File: config.mk
export PLATFORM = sky130hd
export DESIGN_NAME = uart_imem_loader
export DESIGN_NICKNAME = d
export VERILOG_FILES = /design/src/rtl/uart_imem_loader_pkg.sv /design/src/rtl/uart_imem_loader_rx.sv /design/src/rtl/uart_imem_loader.sv
export SDC_FILE = /design/constraint.sdc
export NUM_CORES = 1
export LEC_CHECK = 0
export ABC_AREA = 1
export CORE_MARGIN = 3
export CORE_UTILIZATION = 60
export CTS_CLUSTER_DIAMETER = 60
export CTS_CLUSTER_SIZE = 30
export DETAILED_ROUTE_END_ITERATION = 16
export GPL_TIMING_DRIVEN = 0
export PLACE_DENSITY = 0.83
export REMOVE_ABC_BUFFERS = 1
export SLEW_MARGIN = 40
export SYNTH_ARGS = -nofsm -noshare
export SYNTH_HDL_FRONTEND = slang
export SYNTH_HIERARCHICAL = 1
export SYNTH_SLANG_ARGS = --single-unit
File: constraint.sdc
create_clock -name clk -period 4.95 [get_ports clk]
set_input_delay 0.495 -clock clk [delete_from_list [all_inputs] [get_ports clk]]
set_output_delay 0.495 -clock clk [all_outputs]
set_load 0.03 [all_outputs]
File: src/rtl/uart_imem_loader_pkg.sv
// Shared constants, state encodings and helpers for the UART instruction-memory loader.
package uart_imem_loader_pkg;

   localparam logic [7:0]  LOADER_SYNC     = 8'hA5;
   localparam int unsigned DEFAULT_CLK_DIV = 868;

   // Loader frame FSM
   typedef enum logic [2:0] {
      ST_IDLE   = 3'd0,
      ST_CNT_HI = 3'd1,
      ST_CNT_LO = 3'd2,
      ST_DATA   = 3'd3,
      ST_CHK    = 3'd4,
      ST_DONE   = 3'd5,
      ST_ERR    = 3'd6
   } loader_state_e;

   // Serial byte receiver FSM
   typedef enum logic [1:0] {
      RX_IDLE  = 2'd0,
      RX_START = 2'd1,
      RX_DATA  = 2'd2,
      RX_STOP  = 2'd3
   } rx_state_e;

   // A word count is usable when it is non-zero and fits in the memory
   function automatic logic count_ok(input logic [15:0] n, input int unsigned depth);
      return (n != 16'd0) && (32'(n) <= depth);
   endfunction

endpackage

File: src/rtl/uart_imem_loader_rx.sv
// UART byte receiver: 2-flop synchronizer, mid-bit sampling, stop-bit check.
module uart_rx_byte
   import uart_imem_loader_pkg::*;
#(
   parameter int unsigned CLK_DIV = DEFAULT_CLK_DIV
) (
   input  logic       clk,
   input  logic       rstn,
   input  logic       rx,
   output logic [7:0] byte_data,
   output logic       byte_valid,
   output logic       byte_ferr
);

   localparam int unsigned     CNT_W   = $clog2(CLK_DIV);
   localparam logic [CNT_W-1:0] HALF_M1 = CNT_W'(CLK_DIV / 2 - 1);
   localparam logic [CNT_W-1:0] FULL_M1 = CNT_W'(CLK_DIV - 1);

   logic             sync1_q, sync2_q, prev_q;
   rx_state_e        state_q, state_d;
   logic [CNT_W-1:0] cnt_q, cnt_d;
   logic [2:0]       bit_q, bit_d;
   logic [7:0]       shift_q, shift_d;
   logic             valid_q, valid_d;
   logic             ferr_q, ferr_d;

   // Synchronize rx and keep the previous sample for falling-edge detection
   always_ff @(posedge clk or negedge rstn) begin
      if (!rstn) begin
         sync1_q <= 1'b1;
         sync2_q <= 1'b1;
         prev_q  <= 1'b1;
      end else begin
         sync1_q <= rx;
         sync2_q <= sync1_q;
         prev_q  <= sync2_q;
      end
   end

   // Receiver state register
   always_ff @(posedge clk or negedge rstn) begin
      if (!rstn) begin
         state_q <= RX_IDLE;
         cnt_q   <= '0;
         bit_q   <= '0;
         shift_q <= '0;
         valid_q <= 1'b0;
         ferr_q  <= 1'b0;
      end else begin
         state_q <= state_d;
         cnt_q   <= cnt_d;
         bit_q   <= bit_d;
         shift_q <= shift_d;
         valid_q <= valid_d;
         ferr_q  <= ferr_d;
      end
   end

   // Next-state: start detect, half-bit recheck, then one sample per bit period
   always_comb begin
      state_d = state_q;
      cnt_d   = cnt_q + CNT_W'(1);
      bit_d   = bit_q;
      shift_d = shift_q;
      valid_d = 1'b0;
      ferr_d  = 1'b0;
      case (state_q)
         RX_IDLE: begin
            cnt_d = '0;
            if (prev_q && !sync2_q) state_d = RX_START;
         end
         RX_START: begin
            if (cnt_q == HALF_M1) begin
               cnt_d   = '0;
               bit_d   = '0;
               state_d = sync2_q ? RX_IDLE : RX_DATA;
            end
         end
         RX_DATA: begin
            if (cnt_q == FULL_M1) begin
               cnt_d   = '0;
               shift_d = {sync2_q, shift_q[7:1]};
               bit_d   = bit_q + 3'd1;
               if (bit_q == 3'd7) state_d = RX_STOP;
            end
         end
         RX_STOP: begin
            if (cnt_q == FULL_M1) begin
               cnt_d   = '0;
               valid_d = sync2_q;
               ferr_d  = !sync2_q;
               state_d = RX_IDLE;
            end
         end
         default: state_d = RX_IDLE;
      endcase
   end

   assign byte_data  = shift_q;
   assign byte_valid = valid_q;
   assign byte_ferr  = ferr_q;

endmodule

File: src/rtl/uart_imem_loader.sv
// Receives a sync/count/data/checksum frame over UART and writes it into imem,
// holding the CPU in reset until the checksum verifies.
module uart_imem_loader
   import uart_imem_loader_pkg::*;
#(
   parameter int unsigned CLK_DIV = DEFAULT_CLK_DIV,
   parameter int unsigned ADDR_W  = 6
) (
   input  logic              clk,
   input  logic              rstn,
   input  logic              rx,
   output logic              imem_we,
   output logic [ADDR_W-1:0] imem_addr,
   output logic [31:0]       imem_wdata,
   output logic              cpu_rstn,
   output logic              busy,
   output logic              done,
   output logic              err
);

   localparam int unsigned DEPTH = 2 ** ADDR_W;

   logic [7:0] byte_data;
   logic       byte_valid;
   logic       byte_ferr;

   loader_state_e     state_q, state_d;
   logic [15:0]       n_q, n_d;
   logic [ADDR_W-1:0] addr_q, addr_d;
   logic [1:0]        idx_q, idx_d;
   logic [31:0]       wdata_q, wdata_d;
   logic [7:0]        chk_q, chk_d;
   logic              we_q, we_d;
   logic              cpu_rstn_q, cpu_rstn_d;
   logic              busy_q, busy_d;
   logic              done_q, done_d;
   logic              err_q, err_d;
   logic              to_err;
   logic              last_word_c;

   uart_rx_byte #(.CLK_DIV(CLK_DIV)) u_rx (
      .clk        (clk),
      .rstn       (rstn),
      .rx         (rx),
      .byte_data  (byte_data),
      .byte_valid (byte_valid),
      .byte_ferr  (byte_ferr)
   );

   // Current address holds the final word of the image
   assign last_word_c = (addr_q == ADDR_W'(n_q - 16'd1));

   // Loader state and output registers
   always_ff @(posedge clk or negedge rstn) begin
      if (!rstn) begin
         state_q    <= ST_IDLE;
         n_q        <= '0;
         addr_q     <= '0;
         idx_q      <= '0;
         wdata_q    <= '0;
         chk_q      <= '0;
         we_q       <= 1'b0;
         cpu_rstn_q <= 1'b0;
         busy_q     <= 1'b0;
         done_q     <= 1'b0;
         err_q      <= 1'b0;
      end else begin
         state_q    <= state_d;
         n_q        <= n_d;
         addr_q     <= addr_d;
         idx_q      <= idx_d;
         wdata_q    <= wdata_d;
         chk_q      <= chk_d;
         we_q       <= we_d;
         cpu_rstn_q <= cpu_rstn_d;
         busy_q     <= busy_d;
         done_q     <= done_d;
         err_q      <= err_d;
      end
   end

   // Frame parsing, word assembly, checksum and address stepping
   always_comb begin
      state_d    = state_q;
      n_d        = n_q;
      addr_d     = addr_q;
      idx_d      = idx_q;
      wdata_d    = wdata_q;
      chk_d      = chk_q;
      we_d       = 1'b0;
      cpu_rstn_d = cpu_rstn_q;
      busy_d     = busy_q;
      done_d     = done_q;
      err_d      = err_q;
      to_err     = 1'b0;
      case (state_q)
         ST_IDLE, ST_DONE, ST_ERR: begin
            if (byte_valid && byte_data == LOADER_SYNC) begin
               state_d    = ST_CNT_HI;
               cpu_rstn_d = 1'b0;
               busy_d     = 1'b1;
               done_d     = 1'b0;
               err_d      = 1'b0;
               addr_d     = '0;
               chk_d      = '0;
               idx_d      = '0;
            end
         end
         ST_CNT_HI: begin
            if (byte_ferr) begin
               to_err = 1'b1;
            end else if (byte_valid) begin
               n_d     = {byte_data, 8'h00};
               state_d = ST_CNT_LO;
            end
         end
         ST_CNT_LO: begin
            if (byte_ferr) begin
               to_err = 1'b1;
            end else if (byte_valid) begin
               n_d = {n_q[15:8], byte_data};
               if (count_ok(n_d, DEPTH)) state_d = ST_DATA;
               else                      to_err  = 1'b1;
            end
         end
         ST_DATA: begin
            if (byte_ferr) begin
               to_err = 1'b1;
            end else if (byte_valid) begin
               wdata_d[{idx_q, 3'b000} +: 8] = byte_data;
               chk_d = chk_q ^ byte_data;
               idx_d = idx_q + 2'd1;
               if (idx_q == 2'd3) we_d = 1'b1;
            end else if (we_q) begin
               // Step after the strobe; the final word leaves the address at N-1
               if (last_word_c) state_d = ST_CHK;
               else             addr_d  = addr_q + ADDR_W'(1);
            end
         end
         ST_CHK: begin
            if (byte_ferr) begin
               to_err = 1'b1;
            end else if (byte_valid) begin
               if (byte_data == chk_q) begin
                  state_d    = ST_DONE;
                  cpu_rstn_d = 1'b1;
                  done_d     = 1'b1;
                  busy_d     = 1'b0;
               end else begin
                  to_err = 1'b1;
               end
            end
         end
         default: state_d = ST_IDLE;
      endcase
      if (to_err) begin
         state_d = ST_ERR;
         err_d   = 1'b1;
         busy_d  = 1'b0;
      end
   end

   assign imem_we    = we_q;
   assign imem_addr  = addr_q;
   assign imem_wdata = wdata_q;
   assign cpu_rstn   = cpu_rstn_q;
   assign busy       = busy_q;
   assign done       = done_q;
   assign err        = err_q;

endmodule

==> results.yml, run 1 <==
flow_run:
  cap_violations: 0
sta:
  slew_viol_final: 0
  post-route-period-util_pct: 45.1
  rsz0062_at_grt: "false"
  finalHoldViolations: 0
  timing.hold.ws_ns: 0.0250
  max_freq_mhz: 448
  setup_ws_ns: 2.72
  fin_crit_ns: 2.23
  setup_viol: 0
  tns_ns: 0
  maxSlewHeadroom_pct: 44.0
  worst_clock_skew_ns: 0.0144
  worstMarginPinSlew_ns: 0.834
floorplan:
  ioPinCount: 46
  core_area_um2: 8300
  rows: 33
  dieWidth_um: 98.7
  start_util_pct: 62.1
  dieArea_um2: 9740
  die_h_um: 98.7
route:
  drtIter0Drc: 327
  wl_per_cell_um: 14.3
  routed_wl_mm: 11.3
  dr.pass1.iters: 5
  viasPerCell: 5.54
  antenna_left: 0
  drc_errors: 0
  vias: 4377
power:
  peakVddDrop_uv: 167
  power_density_nw_per_um2: 263
  leakage_nw: 3.08
placement:
  place_area_um2: 5630
  io_buffers: 45
  dp_hpwl_mm: 7.93
  routabilityCongestion: 0.823
  pre_cts_ws_ns: 2.68
synthesis:
  ys_seq_area_share_pct: 47.1
  synth_area_um2: 5160
  syn_inst: 641
  synthDistinctLibCells: 35
  ys_warn_count: 6
  synth_seq_cells: 97
  syn_avg_cell_area_um2: 8.04
clocking:
  post_cts_resized: 0
  clock-sinks: 97
  root_buffer: "clkbuf_8"
  clk_latency_ns: 0.37
  post_cts_buffers: 0
  cts.clk_slew.worst_paths_ns: 0.10
  cts_tree: "built"
  ctsHoldBuffers: 0
  htree_levels: 3
  cts_buffer_depth: 2
  numCtsBuffers: 9
critical_path:
  critPathLaunchType: "register"
  worst-path-max-fanout: 13
  crit_chain: "inv_1 -> ha_1 -> inv_1 -> nor3_1 -> nand3_1 -> nand2_1"
  critPathKind: "register to register"
  regToRegSetupSlack_ns: 2.72
  crit_path_frequent_cell: "inv_1"
  max_stage_delay_ns: 0.65
  worstSetupEndpointType: "register"
  slowest_stage: "nor3_1"
  r2r_cells: 6
  critical_path_required_ns: 5.27
  rr_startpoint: "idx_q[0]"
  rr_endpoint: "imem_wdata[23]"
  worstPathArrival_ns: 2.55
final_layout:
  final_nets: 694
  nFillCells: 636
  layout-drive-gt1-share_pct: 12.4
  layout_commonest_cell: "nand2_1"
  area_growth_pct: 13.7
  antenna-diode-count: 0
  layout_common_cells: "160 x nand2_1, 94 x dfrtp_1, 78 x inv_1, 74 x nand3_1, 57 x o21ai_0"
  finish.instance_area_um2: 5860
global_route:
  overflow: 0
  first_global_vias: 4231
  grt_max_degree: 54
  grt_use_total_pct: 24.0
  antenna_found_initial: 0
  grt_pass1_wl_mm: 19.2
status:
  status: "complete, no violations"
hold_path:
  hold_class: "primary input to async pin"
[cell usage after synthesis, drive strengths merged]
library cell	number	share of area, %
ha	11	2.7
inv	91	6.6
buf	13	2.2
or2	1	0.12
nand3	78	8.0
dfstp	3	1.5
a21oi	6	0.87
dfrtp	94	46
nand4	6	0.97
o22ai	8	0.97
nor3	8	1.4
clkbuf	5	0.36
o21bai	1	0.15
nand2	175	14
nor3b	1	0.15
nor2	58	5.5
o21ai	70	7.3
xnor2	4	0.68
nor4	1	0.12
xor2	7	1.2
[cells by family (layout without fill, tap and decap cells)]
group                    Yosys count  count (layout)  synth area share, %
AO/OA/AOI/OAI                     85              85                 9.29
XOR/XNOR                          11              11                 1.87
adder cells (fa/ha/maj)           11              11                 2.67
buffers and inverters            109             153                 9.20
flip-flops                        97              97                 47.1
AND/OR/NAND/NOR                  328             328                 29.8
[worst max-delay path by stage]
stage,from,end,depth (start not counted)
4_1_cts,idx_q[0],imem_wdata[2],5
3_3_place_gp,rstn,u_rx/cnt_q[9],1
2_1_floorplan,idx_q[0],imem_wdata[0],5
5_1_grt,idx_q[0],imem_wdata[17],6
3_5_place_dp,idx_q[0],imem_wdata[2],5
6_report,idx_q[0],imem_wdata[23],6
[area by class of cell]
cell class,instances,area [um^2],area share [%]
repair buffers,46,479,8.17
clock buffers,9,124,2.11
multi-input cells,435,2260,38.5
clock inverters,7,100,1.71
well taps,105,131,2.24
inverters,91,342,5.83
flip-flops and latches,97,2430,41.5
[routing by layer]
metal	routed length (um)	up-vias	part of all wire [%]	GRT usage, %
met5	0	-	0	0
met4	193	0	1.7	8.40
met3	581	20	5.1	4.53
met2	5680	128	50	39.8
met1	4850	2111	43	31.9
li1	-	2118	-	-
[sequential cells by signal (all words and copies together), names as in the netlist, named ones only]
register and flops:
u_rx/byte_valid 1, imem_wdata 32, u_rx/sync2_q 1, u_rx/sync1_q 1, u_rx/cnt_q 10, imem_we 1, imem_addr 6, u_rx/byte_data 8
chk_q 8, err 1, busy 1, n_q 14, u_rx/byte_ferr 1, u_rx/prev_q 1, u_rx/bit_q 3, u_rx/state_q 1
done 1, state_q 3, idx_q 2
[metrics by stage]
stage	util (%)	total power [mW]	std cells
floorplan	-	0.934	623
CTS	70.6	1.55	790
global route	70.6	1.61	790
global placement	67.5	0.964	773
finish	70.6	1.54	790
detailed placement	67.9	0.977	774
[critical path, delay by kind of cell (launching register included)]
| kind | cells | cell delay [ns] |
|---|---|---|
| and+or+nand+nor | 3 | 0.92 |
| DFF | 1 | 0.61 |
| adders and majority gates | 1 | 0.38 |
| buffers and inverters | 2 | 0.27 |
[power by group]
part / leakage, nW / switching [mW] / total, mW / internal, mW
Clock: 0.108 / 0.290 / 0.579 / 0.289
Combinational: 1.64 / 0.0771 / 0.115 / 0.0374
Sequential: 1.33 / 0.0291 / 0.845 / 0.816
(Power assumes the default switching activity.)
==> run 2, diff against run 1 <==
Settings changed: CORE_UTILIZATION 60 to 52, PLACE_DENSITY 0.83 to 0.76.
Clock period 4.95 ns to 1.8 ns, I/O delays scaled along.
==> results.yml, run 2 (same netlist as run 1, synthesis figures left out) <==
status:
  status: "complete, no violations"
route:
  drc_errors: 0
  wl_per_cell_um: 13.7
  viasPerCell: 5.30
  vias: 4371
  drtIter0Drc: 234
  dr.pass1.iters: 5
  routed_wl_mm: 11.3
  antenna_left: 0
critical_path:
  r2r_cells: 8
  critical_path_required_ns: 2.11
  worst-path-max-fanout: 12
  critPathKind: "register to register"
  critPathBufInv: 3
  critPathLaunchType: "register"
  crit_cells: 8
  crit_chain: "inv_1 -> nand3_2 -> inv_1 -> nand2_1 -> nand2_1 -> a21oi_4 -> inv_1 -> nor2_2"
  path_delay_family: "simple AND/OR/NAND/NOR gates"
  crit_path_frequent_cell: "inv_1"
  max_stage_delay_ns: 0.47
  worstSetupEndpointType: "register"
  worstPathArrival_ns: 2.02
  slowest_stage: "dfrtp_1"
sta:
  slew_viol_final: 0
  rsz0062_at_grt: "true"
  post-route-period-util_pct: 94.8
  maxSlewHeadroom_pct: 72.2
  timing.hold.ws_ns: 0.206
  setup_ws_ns: 0.0938
  max_freq_mhz: 586
  worstMarginPinSlew_ns: 0.418
  fin_crit_ns: 1.71
  worst_clock_skew_ns: 0.0101
  finalHoldViolations: 0
  setup_viol: 0
floorplan:
  die_h_um: 106
  dieWidth_um: 106
  ioPinCount: 46
  core_area_um2: 9420
  dieArea_um2: 11100
  start_util_pct: 54.8
  rows: 35
final_layout:
  antenna-diode-count: 0
  layout_common_cells: "158 x nand2_1, 85 x dfrtp_1, 75 x inv_1, 73 x nand3_1, 53 x o21ai_0"
  largest_reg_flops: 32
  layout-drive-gt1-share_pct: 16.4
  final_nets: 704
  area_growth_pct: 17.0
  finish.instance_area_um2: 6030
  layout_commonest_cell: "nand2_1"
  stdcell_count: 824
global_route:
  grt_max_degree: 55
  overflow: 0
  first_global_vias: 4161
  grt_pass1_wl_mm: 19.0
  grt_use_total_pct: 20.8
  antenna_found_initial: 0
clocking:
  htree_levels: 3
  numCtsBuffers: 9
  cts.clk_slew.worst_paths_ns: 0.10
  clk_latency_ns: 0.38
  cts_tree: "built"
  clock-sinks: 97
  root_buffer: "clkbuf_8"
  cts_buffer_depth: 2
placement:
  dp_hpwl_mm: 7.74
  dpl.cell_count: 798
  routabilityCongestion: 0.862
  io_buffers: 45
  place_area_um2: 5670
  pre_cts_ws_ns: -0.419
power:
  peakVddDrop_uv: 445
  leakage_nw: 3.14
  power_density_nw_per_um2: 662
  power_mw: 3.99
hold_path:
  hold_class: "primary input to register"
  holdPathStages: 1
flow_run:
  cap_violations: 0
[run 2: cell types whose count changed in the layout (fill, tap and decap cells not counted), sizes merged, moves of 2 or more]
cell           previous run  this run
dlymetal6s2s              0         2
inv                      93        95
bufinv                    2         0
clkdlybuf4s50            44        42
buf                       2        11
[run 2: routing by layer]
metal / wire length, um / track usage [%] / vias up
met5: 0 / 0 / -
met4: 193 / 7.12 / 0
met3: 599 / 3.55 / 19
met2: 5580 / 35.1 / 122
met1: 4880 / 27.1 / 2079
li1: - / - / 2151
[run 2: final cells by class]
class | count | area [um^2]
flip-flops and latches | 97 | 2440
clock buffers | 9 | 124
multi-input cells | 435 | 2340
well taps | 129 | 161
clock inverters | 7 | 58.8
inverters | 91 | 342
repair buffers | 56 | 566
fillers | 802 | 3380
[run 2: report_power, final]
part	switching (mW)	internal, mW
sequential	0.0766	2.24
clock	0.828	0.527
combinational	0.210	0.106
total	1.11	2.88
[run 2: worst paths after layout]
path                              start            end  slack, ns
max reg2reg                  state_q[2]           busy       0.09
max                          state_q[2]           busy       0.09
max in group asynchronous          rstn   u_rx/sync2_q       0.91
min reg2reg                u_rx/sync1_q   u_rx/sync2_q       0.36
min                                  rx   u_rx/sync1_q       0.21
min in group asynchronous          rstn  imem_wdata[3]       0.25
[run 2: timing repair]
item | 4_1_cts | 5_1_grt
endpoints found under the hold margin | 43 | 0
hold buffers | 1 | 0
setup endpoints to repair | 41 | 67
pin swaps | 0 | 5
resized for setup | 12 | 24
buffers inserted | 1 | 8
[run 2: metrics by stage]
| step | utilization [%] | setup TNS, ns |
|---|---|---|
| 2_1_floorplan | - | 0 |
| 5_1_grt | 64.1 | -0.576 |
| 3_3_place_gp | 59.9 | -287.11 |
| 3_5_place_dp | 60.2 | -6.33 |
| 4_1_cts | 62.6 | -0.320 |
| 6_report | 64.1 | 0 |
